[src/rtl/pc_ctrl_pkg.sv]
// Shared definitions for the fetch-stage controller: FSM encoding, next-PC select codes
// (also used by the PC register and datapath) and the control-output presets.
package pc_ctrl_pkg;

  typedef enum logic [1:0] {
    RUN  = 2'd0,
    HAZ  = 2'd1,
    WAIT = 2'd2
  } state_e;

  localparam logic [1:0] PCSRC_SEQ  = 2'b00;
  localparam logic [1:0] PCSRC_JUMP = 2'b01;
  localparam logic [1:0] PCSRC_BEQ  = 2'b10;
  localparam logic [1:0] PCSRC_JR   = 2'b11;

  typedef struct packed {
    logic       pc_write;
    logic [1:0] pc_src;
    logic       ifid_write;
    logic       ifid_flush;
    logic       idex_bubble;
    logic       pipe_freeze;
  } ctl_t;

  localparam ctl_t CTL_RUN = '{pc_write: 1'b1, pc_src: PCSRC_SEQ, ifid_write: 1'b1,
                               ifid_flush: 1'b0, idex_bubble: 1'b0, pipe_freeze: 1'b0};

  localparam ctl_t CTL_STALL = '{pc_write: 1'b0, pc_src: PCSRC_SEQ, ifid_write: 1'b0,
                                 ifid_flush: 1'b0, idex_bubble: 1'b1, pipe_freeze: 1'b0};

  localparam ctl_t CTL_FREEZE = '{pc_write: 1'b0, pc_src: PCSRC_SEQ, ifid_write: 1'b0,
                                  ifid_flush: 1'b0, idex_bubble: 1'b0, pipe_freeze: 1'b1};

  localparam ctl_t CTL_RESET = '{pc_write: 1'b0, pc_src: PCSRC_SEQ, ifid_write: 1'b0,
                                 ifid_flush: 1'b1, idex_bubble: 1'b1, pipe_freeze: 1'b0};

  // jr beats beq beats j; any redirect squashes the instruction just fetched.
  function automatic ctl_t redirect_ctl(input logic jr, input logic beq, input logic jmp);
    ctl_t c;
    c = CTL_RUN;
    if (jr) begin
      c.pc_src     = PCSRC_JR;
      c.ifid_flush = 1'b1;
    end else if (beq) begin
      c.pc_src     = PCSRC_BEQ;
      c.ifid_flush = 1'b1;
    end else if (jmp) begin
      c.pc_src     = PCSRC_JUMP;
      c.ifid_flush = 1'b1;
    end
    return c;
  endfunction

endpackage

[src/rtl/pc_ctrl_hazard.sv]
// hazard_detect: combinational load-use and jr-operand hazard detection for the ID stage.
// jr_stall_n is the number of stall cycles the jr needs before its rs value is usable.
module hazard_detect #(
  parameter int REG_W = 5
) (
  input  logic [REG_W-1:0] id_rs,
  input  logic [REG_W-1:0] id_rt,
  input  logic             id_uses_rt,
  input  logic             id_jr,
  input  logic             ex_memread,
  input  logic             ex_regwrite,
  input  logic [REG_W-1:0] ex_rd,
  input  logic             mem_memread,
  input  logic [REG_W-1:0] mem_rd,
  output logic             load_use,
  output logic [1:0]       jr_stall_n
);

  logic ex_hits_rs;
  logic ex_hits_rt;

  assign ex_hits_rs = (ex_rd == id_rs);
  assign ex_hits_rt = id_uses_rt && (ex_rd == id_rt);

  always_comb begin
    load_use   = ex_memread && (ex_rd != '0) && (ex_hits_rs || ex_hits_rt);
    jr_stall_n = 2'd0;
    // jr resolves in ID, so it must wait for a load two stages out, or any writer one stage out.
    if (id_jr && (id_rs != '0)) begin
      if (ex_memread && ex_hits_rs) begin
        jr_stall_n = 2'd2;
      end else if ((ex_regwrite && ex_hits_rs) || (mem_memread && (mem_rd == id_rs))) begin
        jr_stall_n = 2'd1;
      end
    end
  end

endmodule

[src/rtl/pc_ctrl.sv]
// pc_ctrl: fetch-stage hazard/sequencing controller (PC load, next-PC select, IF/ID hold/flush,
// ID/EX bubble, global freeze). Define PC_CTRL_PERF_EN to add stall/flush performance counters.
module pc_ctrl
  import pc_ctrl_pkg::*;
#(
  parameter int REG_W  = 5,
  parameter int PERF_W = 32
) (
  input  logic              clk,
  input  logic              rst,
  input  logic              mem_wait,
  input  logic [REG_W-1:0]  id_rs,
  input  logic [REG_W-1:0]  id_rt,
  input  logic              id_uses_rt,
  input  logic              id_jump,
  input  logic              id_jr,
  input  logic              id_branch_taken,
  input  logic              ex_memread,
  input  logic              ex_regwrite,
  input  logic [REG_W-1:0]  ex_rd,
  input  logic              mem_memread,
  input  logic [REG_W-1:0]  mem_rd,
  output logic              pc_write,
  output logic [1:0]        pc_src,
  output logic              ifid_write,
  output logic              ifid_flush,
  output logic              idex_bubble,
  output logic              pipe_freeze
`ifdef PC_CTRL_PERF_EN
  ,
  output logic [PERF_W-1:0] perf_stall,
  output logic [PERF_W-1:0] perf_flush
`endif
);

  if (PERF_W < 1) begin : g_perf_w_check
    $error("pc_ctrl: PERF_W must be at least 1");
  end

  logic       load_use;
  logic [1:0] jr_stall_n;
  logic       stall_req;
  state_e     state;
  state_e     state_nxt;
  state_e     saved_state;
  state_e     saved_nxt;
  state_e     eff_state;
  logic [1:0] stall_cnt;
  logic [1:0] stall_cnt_nxt;
  ctl_t       ctl;

  hazard_detect #(
    .REG_W (REG_W)
  ) u_hazard (
    .id_rs       (id_rs),
    .id_rt       (id_rt),
    .id_uses_rt  (id_uses_rt),
    .id_jr       (id_jr),
    .ex_memread  (ex_memread),
    .ex_regwrite (ex_regwrite),
    .ex_rd       (ex_rd),
    .mem_memread (mem_memread),
    .mem_rd      (mem_rd),
    .load_use    (load_use),
    .jr_stall_n  (jr_stall_n)
  );

  assign stall_req = load_use || (jr_stall_n != 2'd0);

  // Leaving WAIT behaves exactly like the state that was interrupted.
  assign eff_state = (state == WAIT) ? saved_state : state;

  always_ff @(posedge clk) begin
    if (rst) begin
      state       <= RUN;
      saved_state <= RUN;
      stall_cnt   <= 2'd0;
    end else begin
      state       <= state_nxt;
      saved_state <= saved_nxt;
      stall_cnt   <= stall_cnt_nxt;
    end
  end

  always_comb begin
    ctl           = CTL_RUN;
    state_nxt     = state;
    saved_nxt     = saved_state;
    stall_cnt_nxt = stall_cnt;
    if (rst) begin
      ctl = CTL_RESET;
    end else if (mem_wait) begin
      ctl = CTL_FREEZE;
      if (state != WAIT) begin
        saved_nxt = state;
        state_nxt = WAIT;
      end
    end else begin
      case (eff_state)
        HAZ: begin
          // The held instruction is not re-examined; just count down the remaining stalls.
          ctl           = CTL_STALL;
          stall_cnt_nxt = stall_cnt - 2'd1;
          if (stall_cnt <= 2'd1) begin
            state_nxt = RUN;
          end else begin
            state_nxt = HAZ;
          end
        end
        default: begin
          state_nxt = RUN;
          if (stall_req) begin
            ctl = CTL_STALL;
            if (jr_stall_n > 2'd1) begin
              stall_cnt_nxt = jr_stall_n - 2'd1;
              state_nxt     = HAZ;
            end
          end else begin
            ctl = redirect_ctl(id_jr, id_branch_taken, id_jump);
          end
        end
      endcase
    end
  end

  assign pc_write    = ctl.pc_write;
  assign pc_src      = ctl.pc_src;
  assign ifid_write  = ctl.ifid_write;
  assign ifid_flush  = ctl.ifid_flush;
  assign idex_bubble = ctl.idex_bubble;
  assign pipe_freeze = ctl.pipe_freeze;

`ifdef PC_CTRL_PERF_EN
  // Frozen cycles are not counted: the pipeline did not advance.
  always_ff @(posedge clk) begin
    if (rst) begin
      perf_stall <= '0;
      perf_flush <= '0;
    end else if (!pipe_freeze) begin
      if (idex_bubble) begin
        perf_stall <= perf_stall + 1'b1;
      end
      if (ifid_flush) begin
        perf_flush <= perf_flush + 1'b1;
      end
    end
  end
`endif

endmodule
[config.mk]
export PLATFORM = sky130hd
export DESIGN_NAME = pc_ctrl
export DESIGN_NICKNAME = d
export VERILOG_FILES = /design/src/rtl/pc_ctrl_pkg.sv /design/src/rtl/pc_ctrl_hazard.sv /design/src/rtl/pc_ctrl.sv
export SDC_FILE = /design/constraint.sdc
export NUM_CORES = 1
export LEC_CHECK = 0
export BUFFER_PORTS_ARGS = -buffer_cell sky130_fd_sc_hd__buf_4
export CORE_MARGIN = 1
export CORE_UTILIZATION = 47
export CTS_CLUSTER_DIAMETER = 50
export DETAILED_ROUTE_END_ITERATION = 16
export GPL_TIMING_DRIVEN = 0
export PLACE_DENSITY = 0.84
export SLEW_MARGIN = 0
export SYNTH_ARGS = -nofsm -noshare
export SYNTH_HDL_FRONTEND = slang
export SYNTH_HIERARCHICAL = 1
export SYNTH_SLANG_ARGS = --single-unit
[constraint.sdc]
create_clock -name clk -period 7.8 [get_ports clk]
set_input_delay 1.56 -clock clk [delete_from_list [all_inputs] [get_ports clk]]
set_output_delay 1.56 -clock clk [all_outputs]
set_load 0.05 [all_outputs]
==> summary.md, run 1 <==
| Metric | Value |
|---|---|
| Status | `complete, no violations` |
| Area post-placement | `slightly below 1000 um2` |
| Final WL | `roughly 1.7 mm` |
| Mapped Cells | `89` |
| Worst-Skew Late Latency | `roughly 0.25 ns` |
| DR vias | `roughly 760` |
| Total power | `0.1032 mW` |
| TritonRoute pass-1 iters | `4` |
| Iteration-0 DRC Markers | `12` |
| H-tree depth | `1` |
| Post-synthesis net count | `between 100 and 150` |
| Register bit total from synthesis | `6` |
| Starting density of the core | `about 52%` |
| Worst reg2reg path depth | `4` |
| Slew headroom | `62.52%` |
| WP data arrival | `between 3 and 4 ns` |
| Fmax achieved | `187.9 MHz` |
| Sequential area share after synthesis | `approximately 18%` |
| Peak VDD IR | `approximately 0.000055 V` |
| Top Ports | `37` |
| Asr flop ratio synth | `0%` |
| # resized after CTS | `0` |
| TritonCTS clock tree | `done` |
| Top_reg_cell synth | `dfxtp_1` |
| Global-route wire length before repair | `about 2.4 mm` |
| HPWL Detailed | `around 1.5 mm` |
| Worst Hold Class | `reg2reg` |
| Worst Skew | `around 0.0028 ns` |
| Pleak | `approximately 0.45 nW` |
| Post-DRT Antenna Nets | `0` |
| Diodes inserted | `0` |
| Initial antenna violation count | `0` |
| Yosys warning total | `6` |
| Fin. Hold Viols | `0` |
| Clock tree buffer depth | `2` |
| Ranking of synthesized cells by area | `dfxtp_1 (18%), xor2_1 (10%), xnor2_1 (9.0%), a21oi_1 (5.9%), ha_1 (5.5%)` |
| Top Metal Used | `met4` |
| Critical-path maximum fanout | `4` |
| Routability Congestion | `~0.80` |
| Final Net Count | `approximately 160` |
| Clock transition at the registers of the reported paths | `0.04 ns` |
| Hold Path End | `stall_cnt[0]` |
| Post-CTS setup buffer count | `0` |
| Hold Crit Start | `stall_cnt[0]` |
| Vias/cell | `about 5.3` |
| Total die area | `1607 um2` |
| Pwr/cell area | `a little over 100 nW/um2` |
| Grt total ovfl | `0` |
| Crit Path Category | `in2out` |
| Slew @ Worst Pin | `0.5465 ns` |
| DIE HEIGHT | `between 40 and 50 um` |
| Hold-fix buffers, CTS | `0` |
| Vias in the first global route | `590` |
| Clock sink count | `6` |
| Final worst path period share | `68.23%` |
| Non-Filler Cell Area, Final | `roughly 1000 um2` |
| Mean routed wirelength per cell | `roughly 12 um` |
| CTS Buf Count | `3` |
| Setup TNS | `0 ns` |
| Slew Limit Fails | `0` |
| Met2 WL | `about 900 um` |
| Crit Reg-Reg Startpoint | `state[1]` |
| Final setup viols | `0` |
| Critical Path Start Type | `primary input` |
| R2R Setup Slk | `~6.4 ns` |
| Core Area | `~1300 um2` |
| Horiz. Die Dim | `approximately 40 um` |
| Reg2reg end | `state[0]` |
| Worst slack, placed | `~2.5 ns` |
| Total track usage | `between 20% and 30%` |
| Number of flops mapped to enable cells by yosys | `0` |
| # Max-Cap Violations | `0` |
| Largest net degree at the start of global routing | `11` |
| Critical Path End Type | `primary output` |
| Leading area contributor after synthesis | `dfxtp_1` |
| Layout area overhead | `45.69%` |
| Number of port buffers | `36` |
| Drt drc | `0` |
| Final WS setup | `2.478 ns` |
| Worst Path Required | `about 6.2 ns` |
| Post-layout min period | `about 5.3 ns` |
| Root buffer cell | `clkbuf_4` |
| Mapped Area | `a little under 700 um2` |
| Met3 routed WL | `90 um` |
| Row cnt | `13` |
| Syn avg cell area | `approximately 7.7 um2` |
| RSZ-0062 raised after global routing | `false` |
| Metal1 wirelength | `671 um` |
| Synth unique cells | `30` |
| Hold path depth | `2` |
| Layout cells sized above 1 | `between 30% and 40%` |
| Post-synth top area share | `between 10% and 20%` |
## cell usage after synthesis (all sizes together) (3+ instances only)
cell,count
nor2,9
a21oi,8
xor2,8
inv,7
xnor2,7
dfxtp,6
nor2b,5
nand3,4
and3,3
ha,3
mux2i,3
nor3,3
or4,3
## per-stage QoR
stage / hold WS (ns) / instances / utilization [%]
after floorplan: 0.4663 / 89 / -
after global placement: 0.4903 / 140 / 73.69
after detailed placement: 0.4991 / 140 / 73.69
after CTS: 0.5050 / 143 / 75.40
after global routing: 0.5431 / 143 / 75.40
final: 0.5049 / 143 / 75.40
## logic make-up after synthesis
| group | synth area share [%] |
|---|---|
| XOR/XNOR | 19.27 |
| AND/OR/NAND/NOR | 27.52 |
| multiplexers | 7.706 |
| flip-flops | 17.62 |
| adder cells (fa/ha/maj) | 5.505 |
| buffers and inverters | 6.057 |
| AO/OA/AOI/OAI | 16.33 |
## how the worst max path moves through the flow
| stage | start | end | slack [ns] | cells past startpoint |
|---|---|---|---|---|
| floorplan | id_rs[1] | pc_src[0] | 2.44 | 8 |
| CTS | id_rs[1] | pc_write | 2.47 | 11 |
| detailed placement | id_rs[1] | pc_write | 2.47 | 11 |
| finish | id_rs[1] | pc_write | 2.48 | 11 |
| global placement | id_rs[1] | pc_write | 2.57 | 11 |
| global route | id_rs[1] | pc_write | 2.38 | 11 |
## power breakdown
part           internal, mW  switching, mW  total [mW]
registers            0.0310       0.000390      0.0314
clock network        0.0174         0.0119      0.0294
logic                0.0207         0.0217      0.0424
total                0.0692         0.0341       0.103
## sequential cells by signal (all words and copies together), names as in the netlist
| register | flops |
|---|---|
| saved_state | 2 |
| stall_cnt | 2 |
| state | 2 |
## per-layer routing
| metal | vias to the layer above | track usage [%] |
|---|---|---|
| met5 | - | 0 |
| met4 | 0 | 10.34 |
| met3 | 2 | 8.333 |
| met2 | 26 | 42.34 |
| met1 | 343 | 24.17 |
| li1 | 392 | - |
## placed cells by master (no fill, tap or decap)
cell type | Yosys | final
a21o_1 | 1 | 1
a21oi_1 | 8 | 8
and2_1 | 1 | 1
and3_1 | 3 | 3
buf_4 | 1 | 37
clkbuf_1 | 2 | 2
clkbuf_4 | 0 | 3
dfxtp_1 | 6 | 6
ha_1 | 3 | 3
inv_1 | 7 | 7
mux2_2 | 2 | 2
mux2i_1 | 3 | 3
nand2_1 | 1 | 1
nand2b_1 | 1 | 1
nand3_1 | 4 | 4
nand3b_1 | 1 | 1
nor2_1 | 9 | 9
nor2b_1 | 5 | 5
nor3_1 | 3 | 3
nor4_1 | 2 | 2
o21a_1 | 1 | 1
o21bai_1 | 1 | 1
o221a_2 | 2 | 2
o22a_2 | 1 | 1
o31ai_1 | 1 | 1
o32ai_1 | 1 | 1
or3_1 | 1 | 1
or4_1 | 2 | 2
or4_4 | 1 | 1
xnor2_1 | 7 | 7
xor2_1 | 8 | 8
## final cells by class
cell class                 instances  area [um2]
buffer                             3       15.01
timing repair buffer              36       270.3
inverter                           7       26.28
clock buffer                       3       22.52
sequential                         6       120.1
tap                               15       18.77
fill                             120       324.1
multi-input combinational         73       520.5
## critical path: stages
cell      delay, ns
buf_4          0.13
or4_1          0.53
o21a_1         0.21
and3_1         0.19
inv_1          0.08
ha_1           0.16
nand2b_1       0.10
or4_4          0.44
inv_1          0.09
buf_4          0.10
buf_4          0.18
No activity file was read; power rests on OpenSTA's default activity.
==> run 2: changes to the inputs <==
--- a/config.mk
+++ b/config.mk
@@ -5,13 +5,14 @@
 export SDC_FILE = /design/constraint.sdc
 export NUM_CORES = 1
 export LEC_CHECK = 0
+export ABC_AREA = 1
 export BUFFER_PORTS_ARGS = -buffer_cell sky130_fd_sc_hd__buf_4
 export CORE_MARGIN = 1
-export CORE_UTILIZATION = 47
+export CORE_UTILIZATION = 40
 export CTS_CLUSTER_DIAMETER = 50
 export DETAILED_ROUTE_END_ITERATION = 16
 export GPL_TIMING_DRIVEN = 0
-export PLACE_DENSITY = 0.84
+export PLACE_DENSITY = 0.74
 export SLEW_MARGIN = 0
 export SYNTH_ARGS = -nofsm -noshare
 export SYNTH_HDL_FRONTEND = slang
==> constraint.sdc (replaced) <==
create_clock -name clk -period 4.6 [get_ports clk]
set_input_delay 0.92 -clock clk [delete_from_list [all_inputs] [get_ports clk]]
set_output_delay 0.92 -clock clk [all_outputs]
set_load 0.05 [all_outputs]
==> summary.md, run 2 <==
| Metric | Value |
|---|---|
| Status | `complete, no violations` |
| Register bit total from synthesis | `6` |
| Top Registers | `saved_state (2), stall_cnt (2), state (2)` |
| Clock transition at the registers of the reported paths | `0.04 ns` |
| Worst Skew | `0.0001835 ns` |
| Final Net Count | `209` |
| Number of port buffers | `36` |
| Gate power share | `between 40% and 50%` |
| Power share of the sequential group | `between 30% and 40%` |
| Slew @ Worst Pin | `about 0.28 ns` |
| Clk pwr share | `a little over a quarter` |
| Largest net degree at the start of global routing | `7` |
| Metal1 wirelength | `roughly 770 um` |
| DIE HEIGHT | `44.85 um` |
| Multi-input logic area | `between 500 and 600 um2` |
| Smallest hold slack | `between 0.5 and 0.6 ns` |
| Pint | `approximately 0.12 mW` |
| TritonCTS clock tree | `done` |
| CTS Buf Count | `3` |
| Number of flops mapped to enable cells by yosys | `0` |
| Critical-path maximum fanout | `4` |
| Layout area overhead | `44.12%` |
| Mapped Cells | `~140` |
| Slew Limit Fails | `0` |
| HPWL Detailed | `around 1.6 mm` |
| Top Ports | `37` |
| # Max-Cap Violations | `0` |
| Post-synthesis net count | `between 150 and 200` |
| Clock sink count | `6` |
| Yosys warning total | `6` |
| Iteration-0 DRC Markers | `5` |
| Post-CTS setup buffer count | `0` |
| TritonRoute pass-1 iters | `4` |
| # resized after CTS | `0` |
| Critical Path End Type | `primary output` |
| Syn avg cell area | `5.440 um2` |
| Asr flop ratio synth | `0%` |
| Routability Congestion | `0.7805` |
| Mux contribution to synthesized area | `0%` |
| Switching Share | `approximately 34%` |
| Synth cell count leaders | `nand2_1 (31), nor2_1 (28), inv_1 (23)` |
| RSZ-0062 raised after global routing | `false` |
| Compound-Gate Fraction of Synth Area | `about an eighth` |
| Post-synthesis xor/xnor area fraction | `4.770%` |
| Fin. Hold Viols | `0` |
| Commonest cells after routing, fill and taps aside | `buf_4 (37), nand2_1 (31), nor2_1 (28)` |
| CP max stage cell | `buf_4` |
| Initial antenna violation count | `0` |
| Synth unique cells | `23` |
| Met2 WL | `just over 900 um` |
| Sequential area share after synthesis | `between 10% and 20%` |
| Leading area contributor after synthesis | `dfxtp_1` |
| Global-route wire length before repair | `around 2.9 mm` |
| Post-DRT Antenna Nets | `0` |
| Sw Pwr | `between 0.06 and 0.07 mW` |
| Layout cells sized above 1 | `29.89%` |
| Final WL | `1.796 mm` |
| H-tree depth | `1` |
| Worst-Skew Late Latency | `0.24 ns` |
| Reg area | `between 100 and 150 um2` |
| Root buffer cell | `clkbuf_4` |
| Worst Path Required | `roughly 3.7 ns` |
| Largest family of logic cells by synthesized area | `simple AND/OR/NAND/NOR gates` |
| Core Area | `1727 um2` |
| Critical Path Start Type | `primary input` |
| Drt drc | `0` |
| Final WS setup | `~1.1 ns` |
| Post-layout min period | `between 3 and 4 ns` |
| Hold-fix buffers, CTS | `0` |
| Fillers | `approximately 190` |
| WP data arrival | `between 2 and 3 ns` |
| Commonest non-fill, non-tap cell in the layout | `buf_4` |
| Diodes inserted | `0` |
| Total track usage | `approximately a fifth` |
| Vias in the first global route | `about 740` |
| DR vias | `about 920` |
| Mapped Area | `734.5 um2` |
| Met3 routed WL | `approximately 85 um` |
| Total die area | `roughly 2000 um2` |
| CP peak stage delay | `0.18 ns` |
| Grt total ovfl | `0` |
| Horiz. Die Dim | `roughly 45 um` |
| Final Util | `around three fifths` |
| Most frequent cell after synthesis | `nand2_1` |
| Post-synth top area share | `about 16%` |
| CP bufs+invs | `6` |
| Mean routed wirelength per cell | `approximately 9 um` |
| Slew headroom | `about four fifths` |
| Crit Path Category | `in2out` |
| Row cnt | `15` |
| Pwr/cell area | `166.6 nW/um2` |
| CP cell instances | `buf_4 > inv_1 > nand2_1 > nand2_2 > nor2_2 > nand3_1 > nor2_1 > nor2_1 > nor2_2 > inv_1 > ha_1 > nand2_1 > a21oi_2 > nand3_2 > inv_1 > buf_4 > buf_4` |
| Top Metal Used | `met4` |
| Clock tree buffer depth | `2` |
| Worst Hold Class | `reg2reg` |
| Starting density of the core | `42.54%` |
| Final worst path period share | `75.67%` |
| Top_reg_cell synth | `dfxtp_1` |
| Final setup viols | `0` |
| Pleak | `~0.6 nW` |
| Simple-gate share of the synthesized area | `approximately half` |
| Fmax achieved | `287.3 MHz` |
| CP top delay family | `simple AND/OR/NAND/NOR gates` |
| Ranking of synthesized cells by area | `dfxtp_1 (16%), nand2_1 (16%), nor2_1 (14%), inv_1 (12%), o21ai_0 (6.1%)` |
| Worst slack, placed | `1.086 ns` |
| Setup TNS | `0 ns` |
| Vias/cell | `roughly 4.6` |
| Area share of fa/ha/maj cells after synthesis | `under 10%` |
| Peak VDD IR | `about 0.00017 V` |
run 2: cell count changes after synthesis, sizes merged, moves of 5 or more:
cell,previous run,this run
nand2,1,35
nor2,9,31
inv,7,25
o21ai,0,10
xnor2,7,1
nor2b,5,0
xor2,8,3
run 2: kinds of logic (layout without fill, tap and decap cells):
| kind of cell | count (synthesis) | in the layout |
|---|---|---|
| xor+xnor | 4 | 4 |
| flops | 6 | 6 |
| fa+ha+maj | 3 | 3 |
| simple gates | 80 | 80 |
| compound gates | 16 | 16 |
| buf+inv | 26 | 65 |
run 2: per-layer routing:
metal,GRT usage [%],up-vias
met1,22.00,391
met4,7.273,0
met2,35.88,26
met3,1.200,2
met5,0,-
li1,-,497
run 2: worst register-to-register path, cell delays in order, from the launching register on:
cell and delay (ns):
dfxtp_1 0.34, inv_1 0.08, nor2_2 0.12, nand2_2 0.09
nand3_2 0.07, nand2_2 0.08, nor2_1 0.12, nor2_1 0.05
run 2: path summary, 6_finish.rpt:
| path | startpoint | to | slack, ns | cells after the start |
|---|---|---|---|---|
| hold reg to reg | saved_state[1] | saved_state[1] | 0.50 | 2 |
| hold / removal | saved_state[1] | saved_state[1] | 0.50 | 2 |
| setup / recovery | id_rs[2] | pc_write | 1.12 | 17 |
| setup reg to reg | state[1] | stall_cnt[1] | 3.55 | 7 |
run 2: cell type report:
cell class	count	share of cell area, %
clock buffer	3	2.128
inverter	25	8.865
multi-input combinational	103	48.46
sequential	6	11.35
timing repair buffer	36	25.53
buffer	1	0.7092
tap	25	2.955
run 2: stage by stage:
step                      instances  power [mW]  area (um2)
after floorplan                 135     0.09735       734.5
after global placement          196      0.1298        1036
after detailed placement        196      0.1312        1036
after CTS                       199      0.1787        1059
after global routing            199      0.1895        1059
final                           199      0.1764        1059
run 2: power by group through the flow:
stage	sequential, mW	combinational (mW)	clock, mW
2_1_floorplan	0.0547	0.0427	0
3_3_place_gp	0.0549	0.0750	0
3_5_place_dp	0.0549	0.0763	0
4_1_cts	0.0540	0.0766	0.0481
5_1_grt	0.0542	0.0837	0.0515
6_report	0.0540	0.0761	0.0462
